**src/rtl/alu_issue_sequencer.sv**
```systemverilog
// ALU issue sequencer: turns decoded A-type instructions into EX-stage micro-ops.
// SWAP is split into two register-to-register micro-ops; flush discards anything held.
module alu_issue_sequencer (
   input  logic        clk,
   input  logic        rst_n,
   input  logic        flush,
   input  logic        in_valid,
   output logic        in_ready,
   input  logic [3:0]  ALUOP,
   input  logic [3:0]  FunctionCode,
   input  logic [3:0]  Rd,
   input  logic [3:0]  Rs,
   output logic        out_valid,
   input  logic        out_ready,
   output logic [2:0]  ALUControl,
   output logic [3:0]  DestReg,
   output logic [3:0]  SrcReg,
   output logic        RegWrite,
   output logic        UopIdx,
   output logic        IllegalOp,
   output logic [15:0] UopCount
);

   // state  | meaning
   // EMPTY  | nothing held, ready for a new instruction
   // ISSUE  | single micro-op or second SWAP micro-op held
   // SWAP_A | first SWAP micro-op held, second still pending
   typedef enum logic [1:0] {
      EMPTY  = 2'd0,
      ISSUE  = 2'd1,
      SWAP_A = 2'd2
   } state_t;

   state_t state, state_nxt;

   logic       accept;
   logic       fire;
   logic       is_atype;
   logic       is_swap;
   logic       is_illegal;
   logic [2:0] dec_ctrl;
   logic       dec_write;

   assign in_ready  = !flush && ((state == EMPTY) || ((state == ISSUE) && out_ready));
   assign accept    = in_valid && in_ready;
   assign out_valid = (state != EMPTY);
   assign fire      = out_valid && out_ready && !flush;
   assign is_atype  = (ALUOP == 4'b0001);

   always_comb begin
      dec_ctrl   = 3'b000;
      dec_write  = 1'b0;
      is_swap    = 1'b0;
      is_illegal = 1'b0;
      if (is_atype) begin
         case (FunctionCode)
            4'b0000: begin dec_ctrl = 3'b000; dec_write = 1'b1; end
            4'b0001: begin dec_ctrl = 3'b001; dec_write = 1'b1; end
            4'b1110: begin dec_ctrl = 3'b010; dec_write = 1'b1; end
            4'b1111: begin dec_ctrl = 3'b011; dec_write = 1'b1; is_swap = 1'b1; end
            default: begin dec_ctrl = 3'b011; dec_write = 1'b0; is_illegal = 1'b1; end
         endcase
      end
   end

   always_comb begin
      state_nxt = state;
      if (flush) begin
         state_nxt = EMPTY;
      end else begin
         case (state)
            EMPTY: begin
               if (accept) state_nxt = is_swap ? SWAP_A : ISSUE;
            end
            ISSUE: begin
               if (out_ready) begin
                  if (in_valid) state_nxt = is_swap ? SWAP_A : ISSUE;
                  else          state_nxt = EMPTY;
               end
            end
            SWAP_A: begin
               if (out_ready) state_nxt = ISSUE;
            end
            default: state_nxt = EMPTY;
         endcase
      end
   end

   always_ff @(posedge clk or negedge rst_n) begin
      if (!rst_n) begin
         state      <= EMPTY;
         ALUControl <= 3'b000;
         DestReg    <= 4'd0;
         SrcReg     <= 4'd0;
         RegWrite   <= 1'b0;
         UopIdx     <= 1'b0;
         IllegalOp  <= 1'b0;
         UopCount   <= 16'd0;
      end else begin
         state     <= state_nxt;
         IllegalOp <= accept && is_illegal;
         if (fire) UopCount <= UopCount + 16'd1;
         if (accept) begin
            ALUControl <= dec_ctrl;
            DestReg    <= Rd;
            SrcReg     <= Rs;
            RegWrite   <= dec_write;
            UopIdx     <= 1'b0;
         end else if ((state == SWAP_A) && out_ready && !flush) begin
            // second SWAP micro-op writes the original source with the original destination
            DestReg <= SrcReg;
            SrcReg  <= DestReg;
            UopIdx  <= 1'b1;
         end
      end
   end

endmodule
```
**config.mk**
```make
export PLATFORM = sky130hd
export DESIGN_NAME = alu_issue_sequencer
export DESIGN_NICKNAME = d
export VERILOG_FILES = /design/src/rtl/alu_issue_sequencer.sv
export SDC_FILE = /design/constraint.sdc
export NUM_CORES = 1
export LEC_CHECK = 0
export BUFFER_PORTS_ARGS = -buffer_cell sky130_fd_sc_hd__buf_2
export CELL_PAD_IN_SITES_DETAIL_PLACEMENT = 1
export CELL_PAD_IN_SITES_GLOBAL_PLACEMENT = 2
export CORE_UTILIZATION = 26
export DETAILED_ROUTE_END_ITERATION = 16
export GPL_TIMING_DRIVEN = 0
export PLACE_DENSITY = 0.76
export RECOVER_POWER = 100
export SETUP_SLACK_MARGIN = 0.05
export SLEW_MARGIN = 20
export SYNTH_ARGS = -nofsm -noshare
export SYNTH_HDL_FRONTEND = slang
export SYNTH_SLANG_ARGS = --single-unit
```
**constraint.sdc**
```tcl
create_clock -name clk -period 1.55 [get_ports clk]
set_input_delay 0.0775 -clock clk [delete_from_list [all_inputs] [get_ports clk]]
set_output_delay 0.0775 -clock clk [all_outputs]
set_load 0.03 [all_outputs]
```
# ---- Word-level counts from Yosys, hierarchy flattened
# Cells that the tools add are included.
# W data, S select, Z words.
dict set report classes {
  n_lt_le_gt_ge 0
  mul 0
  add_sub_neg 1
  n_eq_ne 9
  bitwise_logic 0
  n_reduce_logical 16
  mux 21
  n_shift 0
  div 0
}
# op n
set op_table {}
lappend op_table {{$add A16 B1 Y16 const B} 1}
lappend op_table {{$mux W4} 4}
lappend op_table {{$mux W2} 7}
lappend op_table {{$pmux W2 S3} 2}
lappend op_table {{$ne A3 B3 Y1 const B} 3}
lappend op_table {{$eq A4 B1 Y1 const B} 2}
lappend op_table {{$eq A4 B4 Y1 const B} 2}
lappend op_table {{$logic_and A1 B1 Y1} 8}
lappend op_table {{$mux W1} 8}
lappend op_table {{$logic_not A4 Y1} 1}
lappend op_table {{$reduce_bool A2 Y1} 2}
lappend op_table {{$reduce_or A4 Y1} 1}
lappend op_table {{$reduce_and A3 Y1} 1}
lappend op_table {{$eq A2 B1 Y1 const B} 1}
lappend op_table {{$eq A2 B2 Y1 const B} 1}
lappend op_table {{$logic_not A2 Y1} 1}
lappend op_table {{$logic_not A1 Y1} 1}
lappend op_table {{$logic_or A1 B1 Y1} 1}
dict set report totals {
  memories 0
  romBits 0
  register_bits 32
  out_inout_bits 32
  ramBits 0
  latch_bits 0
}

# ---- Longest topological paths before layout
dict set report depth {
  ltp_word 8
  ltp_mapped 6
  ltp_nobuf 4
}

# ---- Least setup slack after synthesis
# OpenSTA, ideal clock, no wires.
dict set report synth_timing {
  path_type {flip-flop to flip-flop}
  start {reg UopCount[2]}
  end {reg UopCount[11]}
  arrival_time_ns 1.504
  path_buffers 0
  t_required_ns 1.416
  slack_ns -0.087
  stages_incl_launch_ff 5
  period_less_slack_ns 1.637
  path_cell_list {dfrtp_1 nand3_1 nor3_1 nand4_1 xnor2_1}
}
dict set report synth_between {
  elab_chain_cells 1
}
# element line
set synth_lines {}
lappend synth_lines {{start, declared} 21} ;# output logic [15:0] UopCount
lappend synth_lines {{start signal, assigned} 102} ;# if (fire) UopCount <= UopCount + 16'd1;
lappend synth_lines {{$add A16 B1 Y16} 102}
# Every way passes these cells.
# A chain may end at the register's enable or synchronous reset.

# ---- Worst setup path after layout
dict set report layout_timing {
  start {reg state[1]}
  end {reg ALUControl[0]}
}
dict set report layout_between {
  elab_chain_cells 5
  elab_cells_between_ends 6
}
# element line
set layout_lines {}
lappend layout_lines {{start, declared} 34} ;# state_t state, state_nxt;
lappend layout_lines {{start signal, assigned} 100} ;# state <= state_nxt;
lappend layout_lines {{$eq A2 B1 Y1} 44} ;# assign in_ready = !flush && ((state == EMPTY) || ((state == ISSUE) && out_ready));
lappend layout_lines {{$logic_and A1 B1 Y1} 44}
lappend layout_lines {{$logic_or A1 B1 Y1 (*)} 44}
lappend layout_lines {{$logic_and A1 B1 Y1 (*)} 44}
lappend layout_lines {{$logic_and A1 B1 Y1 (*)} 45} ;# assign accept = in_valid && in_ready;
lappend layout_lines {{end signal, assigned} 104} ;# ALUControl <= dec_ctrl;
lappend layout_lines {{end, declared} 15} ;# output logic [2:0] ALUControl,
# Every way passes the cells marked *; elsewhere a longest branch is shown, timed or not.

==> summary.md <==
| Metric | Value |
|---|---|
| Initial DRT Pass Iterations | `4` |
| Ys Warns | `0` |
| Pwr/cell area | `just over 1000 nW/um^2` |
| Leak Pwr | `0.907 nW` |
| Number of global-route vias before repair | `1318` |
| Met2 usage | `22.5%` |
| GR peak layer | `met2` |
| Fin Clk Skew | `0.00274 ns` |
| Relative slew slack | `47.8%` |
| Global-route wire length before repair | `about 6300 um` |
| CTS Buffer Depth | `2` |
| Cell count after synthesis | `134` |
| Ys async rst share | `100%` |
| DR WL/cell | `13.8 um` |
| Synthesized area | `1450 sq um` |
| Worst Path Arrival | `1.72 ns` |
| Slew @ Worst Pin | `0.783 ns` |
| Buffers on Ports | `51` |
| Final nets | `223` |
| Minimum clock period | `1.55 ns` |
| Setup TNS | `-0.000932 ns` |
| Total CTS buffers | `5` |
| Die area | `~6000 sq um` |
| Register Area | `777 sq um` |
| Yosys top cell area share | `~53%` |
| Die height | `76.8 um` |
| Ant diodes | `0` |
| Initial antenna violation count | `0` |
| Max Transition Viols Final | `0` |
| Worst stage delay on the critical path | `0.55 ns` |
| Failing checks | `negative setup slack` |
| Multi-input logic area | `around 800 sq um` |
| Crit. End Element | `flip-flop` |
| GPL Wtd Cong | `0.703` |
| Top post-synthesis cells by area | `dfrtp_1 53%, xnor2_1 7.2%, mux2i_1 5.5%` |
| DRC viols | `0` |
| Largest net degree at the start of global routing | `32` |
| CP required | `1.71 ns` |
| Met3 GRT Util | `approximately 4.5%` |
| Tcrit/Tclk final | `100%` |
| Worst setup margin | `-0.000932 ns` |
| Post-synthesis sequential area ratio | `53.4%` |
| Bufs and invs on worst path | `2` |
| Share of cells above drive strength 1 | `between 30% and 40%` |
| Die W | `approximately 77 um` |
| H-tree Lvls | `2` |
| Worst hold path type | `primary input to flip-flop` |
| Crit Path Class | `flip-flop to flip-flop` |
| ANT nets after route | `0` |
| Hold slack | `0.0460 ns` |
| GRT met1 Usage | `roughly 16%` |
| Crit start category | `flip-flop` |
| WL final | `between 3000 and 4000 um` |
| Hpwl dp | `roughly 2500 um` |
| Yosys top cell by area | `dfrtp_1` |
| Row count | `26` |
| Io pins | `53` |
| Post-synth top flop | `dfrtp_1` |
| DR vias/cell | `4.63` |
| Total grt overflow | `0` |
| Filler cells | `603` |
| Core area | `5240 sq um` |
| Initial Utilization | `27.8%` |
| Syn Area/Cell | `approximately 11 sq um` |
| Post-synth EDFFs | `0` |
| CTS clk-pin slew, worst paths | `around 0.060 ns` |
| Endpoints failing setup | `1` |
| CP cell instances | `or4b_4, buf_8, buf_8, nand2_2, o31ai_4` |
| Max-cap violations | `0` |
| Synth Register Bits | `31` |
| RSZ-0062 raised after global routing | `yes` |
| GRT Resource Usage Total | `a little over an eighth` |
| DR iter-0 viols | `41` |
| Via count | `1258` |
| Root Buffer | `clkbuf_8` |
| Crit-path leading delay family | `simple AND/OR/NAND/NOR gates` |
| Worst skew pair latency | `0.29 ns` |
| Sink count of the clock tree | `31` |
| F_max | `0.645 GHz` |
| Syn Nets | `156` |
| Worst vdd ir | `0.000444 V` |
| Finished Core Util | `41.1%` |
| Cell with the most instances on the worst path | `buf_8` |
| CP max stage cell | `or4b_4` |
| Netlist cell types | `32` |
| Area growth, synth to finish | `48.1%` |
| CTS tree | `yes` |
| Outcome | `complete, but fails checks` |
| Final hold viol count | `0` |
| Crit Path Max Fanout | `6` |
-- worst reg2reg max path: cells and delay by family (launching register included) --
| kind | cells | cell delay [ns] |
|---|---|---|
| flops | 1 | 0.45 |
| simple gates | 2 | 0.63 |
| buf+inv | 2 | 0.29 |
| compound gates | 1 | 0.06 |
-- repair_timing --
action | in CTS | in global routing
endpoints found under the hold margin | 33 | 0
hold buffers | 3 | 0
setup buffers | 3 | 1
cloned | 1 | 1
pin swaps | 6 | 5
setup endpoints to repair | 19 | 22
gates resized for setup | 26 | 17
-- layout make-up --
cell class	instances	share of cell area [%]
Clock inverter	1	0.232
Timing Repair Buffer	60	16.2
Sequential cell	31	36.1
Buffer	5	2.67
Inverter	2	0.349
Clock buffer	7	3.54
Multi-Input combinational cell	96	36.9
Tap cell	70	4.07
-- state kept, by name, summed over array words and instances, names as in the netlist --
signal,count
UopCount,16
DestReg,4
SrcReg,4
ALUControl,2
state,2
IllegalOp,1
RegWrite,1
UopIdx,1
-- cell families after synthesis --
| kind of cell | after synthesis | share of synthesized area [%] |
|---|---|---|
| adder cells (fa/ha/maj) | 1 | 0.860 |
| XOR/XNOR | 15 | 9.04 |
| AND/OR/NAND/NOR | 55 | 20.3 |
| multiplexers | 9 | 6.28 |
| other | 1 | 0.258 |
| buffers and inverters | 7 | 3.27 |
| flip-flops | 31 | 53.4 |
| AO/OA/AOI/OAI | 15 | 6.63 |
-- synth_stat cells (2+ instances only) --
master / instances
mux2i_1: 8
or4b_1: 2
nor3_1: 3
inv_1: 2
buf_2: 2
nor2b_1: 2
o31ai_1: 3
xnor2_1: 12
nor3b_2: 2
dfrtp_1: 31
a21oi_1: 8
and3_1: 2
xor2_1: 3
nand3_1: 7
nor2_1: 17
nand2_1: 10
buf_6: 2
nand2b_1: 2
nand4_1: 3
-- routing by layer --
metal | vias up | share of wire [%]
met5 | - | 0
met4 | 0 | 1.5
met3 | 7 | 7.3
met2 | 40 | 49
met1 | 617 | 42
li1 | 594 | -
-- metrics by stage --
stage / std cells / power [mW] / setup WS (ns) / cell area, sq um
global route: 272 / 2.32 / -0.0559 / 2150
detailed placement: 255 / 1.54 / -0.0725 / 1800
floorplan: 134 / 1.34 / 0.0531 / 1460
global placement: 255 / 1.53 / -0.0478 / 1800
finish: 272 / 2.21 / -0.000932 / 2150
CTS: 270 / 2.23 / -0.0392 / 2060
-- placed cells by master (no fill, tap or decap), drive strengths merged, types with 2 or more instances in the layout --
master and instances:
a21oi 8, and3 2, buf 31, clkbuf 38
dfrtp 31, dlygate4sd3 3, inv 2, mux2i 8
nand2 10, nand2b 2, nand3 7, nand4 3
nor2 18, nor2b 2, nor3 4, nor3b 2
o31ai 3, or4b 2, xnor2 12, xor2 3
-- where the power goes --
part | switching (mW) | internal, mW
logic | 0.380 | 0.199
registers | 0.100 | 0.904
clock network | 0.308 | 0.315
-- final timing paths --
kind,endpoint,slack [ns],startpoint,cells past startpoint
worst max-delay path,ALUControl[0],-0.0009,state[1],5
worst min-delay path,DestReg[1],0.05,Rd[1],3
worst max register to register,ALUControl[0],-0.0009,state[1],5
worst min register to register,UopCount[15],0.48,UopCount[15],1
max in group asynchronous,UopCount[2],0.61,rst_n,2
min in group asynchronous,DestReg[2],0.40,rst_n,2
(Power assumes the default switching activity.)
